<file path="src/rtl/calc_sequencer.sv">
// Keypad front-end for a two-operand calculator: collects digits/operator, sequences one datapath evaluation.
// Optional divide-by-zero trap enabled with CALC_DIVZERO_CHK_EN.
module calc_sequencer (
  input  logic        clk,
  input  logic        rst,
  input  logic        key_valid,
  input  logic [7:0]  key_code,
  input  logic [13:0] calc_out,
  output logic [7:0]  A1,
  output logic [7:0]  A0,
  output logic [7:0]  OP,
  output logic [7:0]  B1,
  output logic [7:0]  B0,
  output logic [13:0] result,
  output logic        done,
  output logic        busy,
  output logic [2:0]  state,
  output logic        err
);

  typedef enum logic [2:0] {
    ENT_A  = 3'd0,
    ENT_OP = 3'd1,
    ENT_B  = 3'd2,
    CALC   = 3'd3,
    SHOW   = 3'd4
  } state_t;

  state_t      cur, nxt;
  logic [1:0]  a_cnt, b_cnt, a_cnt_nxt, b_cnt_nxt;
  logic [7:0]  a1_nxt, a0_nxt, op_nxt, b1_nxt, b0_nxt;
  logic [13:0] result_nxt;
  logic        done_nxt;
  logic        is_digit, is_oper, is_eq, is_clr;

  assign is_digit = key_valid && (key_code <= 8'h09);
  assign is_oper  = key_valid && (key_code >= 8'h0A) && (key_code <= 8'h0D);
  assign is_eq    = key_valid && (key_code == 8'h0E);
  assign is_clr   = key_valid && (key_code == 8'h0F);

  assign state = cur;
  assign busy  = (cur == CALC);

`ifdef CALC_DIVZERO_CHK_EN
  logic err_q, err_nxt, div_zero;
  assign div_zero = (OP == 8'h0D) && (B1 == 8'h00) && (B0 == 8'h00);
  assign err      = err_q;
`else
  assign err = 1'b0;
`endif

  always_ff @(posedge clk or negedge rst) begin
    if (!rst) cur <= ENT_A;
    else      cur <= nxt;
  end

  always_comb begin
    nxt        = cur;
    a1_nxt     = A1;
    a0_nxt     = A0;
    op_nxt     = OP;
    b1_nxt     = B1;
    b0_nxt     = B0;
    a_cnt_nxt  = a_cnt;
    b_cnt_nxt  = b_cnt;
    result_nxt = result;
    done_nxt   = 1'b0;
`ifdef CALC_DIVZERO_CHK_EN
    err_nxt    = err_q;
`endif
    // CLR outranks everything, including an in-flight CALC, so no done is produced.
    if (is_clr) begin
      nxt        = ENT_A;
      a1_nxt     = 8'h00;
      a0_nxt     = 8'h00;
      op_nxt     = 8'h00;
      b1_nxt     = 8'h00;
      b0_nxt     = 8'h00;
      a_cnt_nxt  = 2'd0;
      b_cnt_nxt  = 2'd0;
      result_nxt = 14'd0;
`ifdef CALC_DIVZERO_CHK_EN
      err_nxt    = 1'b0;
`endif
    end else begin
      case (cur)
        ENT_A: begin
          if (is_digit && (a_cnt < 2'd2)) begin
            a1_nxt    = A0;
            a0_nxt    = key_code;
            a_cnt_nxt = a_cnt + 2'd1;
          end else if (is_oper && (a_cnt != 2'd0)) begin
            op_nxt = key_code;
            nxt    = ENT_OP;
          end
        end
        ENT_OP: begin
          if (is_oper) begin
            op_nxt = key_code;
          end else if (is_digit) begin
            b1_nxt    = 8'h00;
            b0_nxt    = key_code;
            b_cnt_nxt = 2'd1;
            nxt       = ENT_B;
          end
        end
        ENT_B: begin
          if (is_digit && (b_cnt < 2'd2)) begin
            b1_nxt    = B0;
            b0_nxt    = key_code;
            b_cnt_nxt = b_cnt + 2'd1;
          end else if (is_eq) begin
            nxt = CALC;
          end
        end
        CALC: begin
          // The datapath has had one full cycle on stable operands; capture its answer.
          nxt      = SHOW;
          done_nxt = 1'b1;
`ifdef CALC_DIVZERO_CHK_EN
          if (div_zero) begin
            result_nxt = 14'd0;
            err_nxt    = 1'b1;
          end else begin
            result_nxt = calc_out;
            err_nxt    = 1'b0;
          end
`else
          result_nxt = calc_out;
`endif
        end
        SHOW: begin
          if (is_digit) begin
            a1_nxt    = 8'h00;
            a0_nxt    = key_code;
            op_nxt    = 8'h00;
            b1_nxt    = 8'h00;
            b0_nxt    = 8'h00;
            a_cnt_nxt = 2'd1;
            b_cnt_nxt = 2'd0;
            nxt       = ENT_A;
          end
        end
        default: nxt = ENT_A;
      endcase
    end
  end

  always_ff @(posedge clk or negedge rst) begin
    if (!rst) begin
      A1     <= 8'h00;
      A0     <= 8'h00;
      OP     <= 8'h00;
      B1     <= 8'h00;
      B0     <= 8'h00;
      a_cnt  <= 2'd0;
      b_cnt  <= 2'd0;
      result <= 14'd0;
      done   <= 1'b0;
    end else begin
      A1     <= a1_nxt;
      A0     <= a0_nxt;
      OP     <= op_nxt;
      B1     <= b1_nxt;
      B0     <= b0_nxt;
      a_cnt  <= a_cnt_nxt;
      b_cnt  <= b_cnt_nxt;
      result <= result_nxt;
      done   <= done_nxt;
    end
  end

`ifdef CALC_DIVZERO_CHK_EN
  always_ff @(posedge clk or negedge rst) begin
    if (!rst) err_q <= 1'b0;
    else      err_q <= err_nxt;
  end
`endif

endmodule

</file>
<file path="config.mk">
export PLATFORM = sky130hd
export DESIGN_NAME = calc_sequencer
export DESIGN_NICKNAME = d
export VERILOG_FILES = /design/src/rtl/calc_sequencer.sv
export SDC_FILE = /design/constraint.sdc
export NUM_CORES = 1
export LEC_CHECK = 0
export CAP_MARGIN = 0
export CORE_MARGIN = 1
export CORE_UTILIZATION = 42
export CTS_CLUSTER_DIAMETER = 60
export DETAILED_ROUTE_END_ITERATION = 12
export GPL_TIMING_DRIVEN = 0
export PLACE_DENSITY = 0.76
export SKIP_CTS_REPAIR_TIMING = 1
export SLEW_MARGIN = 20
export SYNTH_ARGS = -nofsm -noshare
export SYNTH_HDL_FRONTEND = slang
export SYNTH_SLANG_ARGS = --single-unit
</file>
<file path="constraint.sdc">
create_clock -name clk -period 1.8 [get_ports clk]
set_input_delay 0.36 -clock clk [delete_from_list [all_inputs] [get_ports clk]]
set_output_delay 0.36 -clock clk [all_outputs]
set_load 0.03 [all_outputs]
</file>
# Yosys cells after proc, flatten, opt, wreduce, memory -nomap -nowiden
# Cells that the tools add are included.
# totals
register_bits	62
in_bits	25
out_inout_bits	60
# classes
magnitude_cmp	5
reduce_logical	19
eq_ne	16
muxes	44
add_sub_neg	2
# ops
op	count
8-bit 2-to-1 mux	17
8-bit case mux with 3 select lines	3
8-bit case mux with 2 select lines	2
3-bit inequality test, second input constant	10
14-bit 2-to-1 mux	2
3-bit 2-to-1 mux	8
8-bit by 4-bit equality test with 1-bit output, second input constant	2
8-bit by 4-bit less-or-equal comparator with 1-bit output, second input constant	2
3-bit case mux with 5 select lines	1
2-bit 2-to-1 mux	7
5-bit AND reduction	2
8-bit by 4-bit >= comparator with 1-bit output, second input constant	1
1-bit logical AND	8
4-bit nonzero test	2
7-bit AND reduction	1
3-bit by 2-bit equality test with 1-bit output, second input constant	2
2-bit case mux with 3 select lines	1
3-bit AND reduction	2
2-bit by 1-bit adder with 2-bit output, second input constant	2
2-bit less-than comparator, second input constant	2
2-bit case mux with 2 select lines	1
2-bit nonzero test	2
3-bit by 1-bit equality test with 1-bit output, second input constant	1
3-bit equality test, second input constant	1
3 further kinds	4

# Longest topological paths before layout
# depth
depth_word	8
mapped_depth	8
ltp_nobuf	7

# Worst setup path before layout
# Ideal clock, no wire load.
# synth_timing
path_type	flip-flop to output port
from	reg cur[1], in the netlist state[1]
to	out busy
path_buffers	2
t_required_ps	1440
stages_incl_launch_ff	6
setup_slack_ps	-399
t_arrival_ps	1839
cell_sequence	dfrtp_1 buf_1 nor2b_1 nand2_1 inv_1 buf_1
# synth_via
elab_chain_len	1
# synth_lines
item	line	source
start: declaration	29	state_t cur, nxt;
start signal: assignment	54	else cur <= nxt;
3-bit by 2-bit equality test with 1-bit output	42	assign busy = (cur == CALC);
end: declaration	16	output logic busy,
# No other way between the ends.

# Worst setup path after layout
# layout_timing
from	reg a_cnt[0]
to	reg OP[0]
# layout_via
elab_chain_len	4
elab_cells_between_ends	7
# layout_lines
item	line	source
start: declaration	30	logic [1:0] a_cnt, b_cnt, a_cnt_nxt, b_cnt_nxt;
start signal: assignment	166	a_cnt <= a_cnt_nxt;
2-bit less-than comparator or 2-bit nonzero test (tied branches)	88, 92	
1-bit logical AND, on equally long branches	88, 92	
3-bit inequality test (no line)	n/a	
5-bit AND reduction (no line) *	n/a	
end signal: assignment	163	OP <= op_nxt;
end: declaration	11	output logic [7:0] OP,
# Every way passes the cells marked *; elsewhere a longest branch is shown, timed or not.
# A chain may end at the register's enable or synchronous reset.

==> run_results.csv <==
group,metric,value,unit
die,row_count,28,
cts,cts_tree,"built",
cts,htree_levels,3,
place,place.gp.congestion,0.862,
global_routing,grtUsageMet3,7.03,%
layout,design_area,4350,um2
layout,area_growth,59.6,%
yosys,async_flop_share,100,%
global_routing,grt_pass1_wl,10300,um
critical_path,crit_type,"reg2reg",
critical_path,crit_slowest_cell,"o41ai_2",
timing,period_share,111,%
cts,clockBufferDepth,2,
cts,path_clk_slew,70,ps
min_path,hold_class,"in2reg",
yosys,syn_avg_cell_area,10.1,um2
critical_path,crit_path_end_kind,"register",
global_routing,busiest_layer,"met2",
cts,clock_tree.root_cell,"clkbuf_8",
yosys,synth_top_family_by_area,"simple AND/OR/NAND/NOR gates",
critical_path,critPathMaxStageDelay,450,ps
global_routing,grtUsageTotal,20.1,%
yosys,synth-xor-area-share,0.965,%
yosys,synthSimpleGateAreaFrac,19.2,%
run,maxCapViolations,0,
critical_path,reg2reg_depth,7,
layout,final_core_util,71.3,%
critical_path,path_buf_inv,1,
timing,fin_crit,2000,ps
critical_path,critPathTopFamily,"compound AO/OA/AOI/OAI gates",
die,die_w,82.5,um
global_routing,grt_pass1_vias,2217,
critical_path,critPathArrivalTime,2230,ps
timing,rsz0062_at_grt,"yes",
critical_path,crit_path_start_kind,"register",
global_routing,globalRouteOverflowTotal,0,
yosys,synth_area,2720,um2
yosys,yosys.area_share.adder,0.459,%
route,dr.pass1.iters,4,
layout,nNetsFinal,410,
yosys,synth_compound_area_share,17.2,%
power,vdd_drop_max,0.664,mV
power,powerDensity,958,nW/um2
yosys,synthMuxAreaShare,0.413,%
timing,setup_viol,15,
route,final_antenna_net_count,0,
timing,setup_tns,-1390,ps
layout,diodes,0,
yosys,synth_ff_type,"dfrtp_1",
power,power.total,0.00417,W
yosys,yosys_register_bits,62,
outcome,status,"finished with violations",
timing,clock_skew,8.96,ps
yosys,synth_edf_count,0,
yosys,synth_warnings,0,
layout,drive_gt1_share,25.7,%
die,die_h,82.5,um
route,drt_first_iter_violations,141,
route,drc,0,
yosys,synth.distinct_cells,45,
route,wl_per_cell,15.6,um
critical_path,cp_max_fo,8,
global_routing,grt_max_degree,53,
timing,timing.fmax,0.501,GHz
place,io_buffer_count,82,
timing,hold_viol,0,
outcome,violations,"negative setup slack",
place,place_area,3680,um2
die,core,6100,um2
power,p_leak,2.17,nW
yosys,syn_inst,270,
global_routing,met2_usage,31.6,%
cts,cts.sinks,62,
route,vias,2431,
critical_path,crit_chain,"inv_1 > ha_4 > nor4bb_4 > a311oi_2 > o41ai_2 > o21ai_2 > a22o_1",
die,initial_core_util,44.7,%
yosys,syn_nets,296,
timing,drv_slew,0,
global_routing,grt_antenna_before_repair,0,
critical_path,cp.depth,7,
cts,clk_latency,350,ps
place,dp_hpwl,4510,um
timing,worst_slack,-197,ps
cts,cts_buffers,9,
yosys,ys_seq_area_share,57.0,%
die,ios,85,
global_routing,gr-usage-met1,25.4,%
min_path,min_path_cells,3,
critical_path,required,2030,ps
route,viasPerCell,5.24,
route,wirelength,7260,um
die,dieArea,6810,um2
## area by class of cell
class                   instances  area (um2)
multi-input cells             178        1240
repair buffers                104        1040
plain buffers                  17         165
clock buffers                   9         124
fillers                       478        1750
inverters                      12        57.6
flip-flops and latches         62        1550
clock inverters                 7        73.8
well taps                      75        93.8
## worst paths after layout
kind	start	to	slack, ps
min	key_code[1]	B0[1]	310
min in group asynchronous	rst	result[7]	400
min reg2reg	B1[6]	B1[6]	480
max in group asynchronous	rst	a_cnt[0]	910
max reg2reg	a_cnt[0]	OP[0]	-200
max	a_cnt[0]	OP[0]	-200
## placed cells by master, fill, tap and decap left out, types with 2 or more instances in the layout
master / Yosys / routed
clkdlybuf4s50_1: 0 / 62
nand2b_1: 2 / 2
nor3b_1: 3 / 3
o41ai_2: 1 / 2
and2_1: 13 / 13
nor2b_4: 0 / 2
clkinv_4: 0 / 2
dlymetal6s2s_1: 0 / 16
xor2_1: 2 / 2
o31ai_1: 8 / 2
nor4_1: 2 / 2
clkbuf_2: 0 / 5
o21ai_0: 14 / 8
a22o_1: 12 / 12
nand2_1: 62 / 55
o211a_1: 2 / 2
nor2_1: 8 / 5
inv_1: 12 / 10
o31ai_2: 1 / 6
a21oi_1: 18 / 17
buf_4: 1 / 20
o21ai_1: 2 / 3
nand2_2: 0 / 6
a21o_1: 2 / 2
nor2_2: 0 / 2
clkbuf_8: 0 / 9
dfrtp_1: 62 / 61
o21ai_2: 0 / 4
buf_6: 1 / 13
clkinv_2: 0 / 2
## sequential cells by signal (all words and copies together), names as in the netlist, 3 cells and up
name	cells
A0	8
A1	8
B0	8
B1	8
OP	8
result	14
state	3
## metrics by stage
stage / setup WS, ps / instances / hold slack [ps]
6_report: -197 / 464 / 311
5_1_grt: -291 / 464 / 311
4_1_cts: -1140 / 444 / -151
3_5_place_dp: -834 / 428 / 217
3_3_place_gp: -1800 / 427 / 459
2_1_floorplan: -130 / 270 / 64.4
## worst reg2reg max path, cell delays in order, from the launching register on
cell and delay (ps):
dfrtp_1 350, inv_1 70, ha_4 180, nor4bb_4 300, a311oi_2 80, o41ai_2 450, o21ai_2 200, a22o_1 250
## per-layer routing
layer / up-vias / share of wire, %
li1: 1151 / -
met1: 1165 / 41
met2: 98 / 49
met3: 17 / 8.1
met4: 0 / 1.7
met5: - / 0
## synthesized netlist by cell type, types with 4 or more instances
cell type / n / area [um2]
buf_2: 4 / 20.0
inv_1: 12 / 45.0
nor2_1: 8 / 30.0
and2_1: 13 / 81.3
nand2_1: 62 / 233
nor2b_1: 4 / 25.0
o31ai_1: 8 / 60.1
o21ai_0: 14 / 70.1
dfrtp_1: 62 / 1550
a21oi_1: 18 / 90.1
clkbuf_1: 9 / 33.8
a22o_1: 12 / 105
## kinds of logic (layout without fill, tap and decap cells)
| family | count (synthesis) | in the layout |
|---|---|---|
| XOR/XNOR | 3 | 3 |
| AND/OR/NAND/NOR | 104 | 104 |
| buffers and inverters | 30 | 149 |
| other | 1 | 1 |
| flip-flops | 62 | 62 |
| adder cells (fa/ha/maj) | 1 | 1 |
| multiplexers | 1 | 1 |
| AO/OA/AOI/OAI | 68 | 68 |
## where the power goes
group	internal [W]	switching, W	leakage (nW)
combinational	0.000602	0.000704	1.29
sequential	0.00154	0.0000977	0.781
clock	0.000643	0.000579	0.0996
Power figures use the tool's default switching activity.
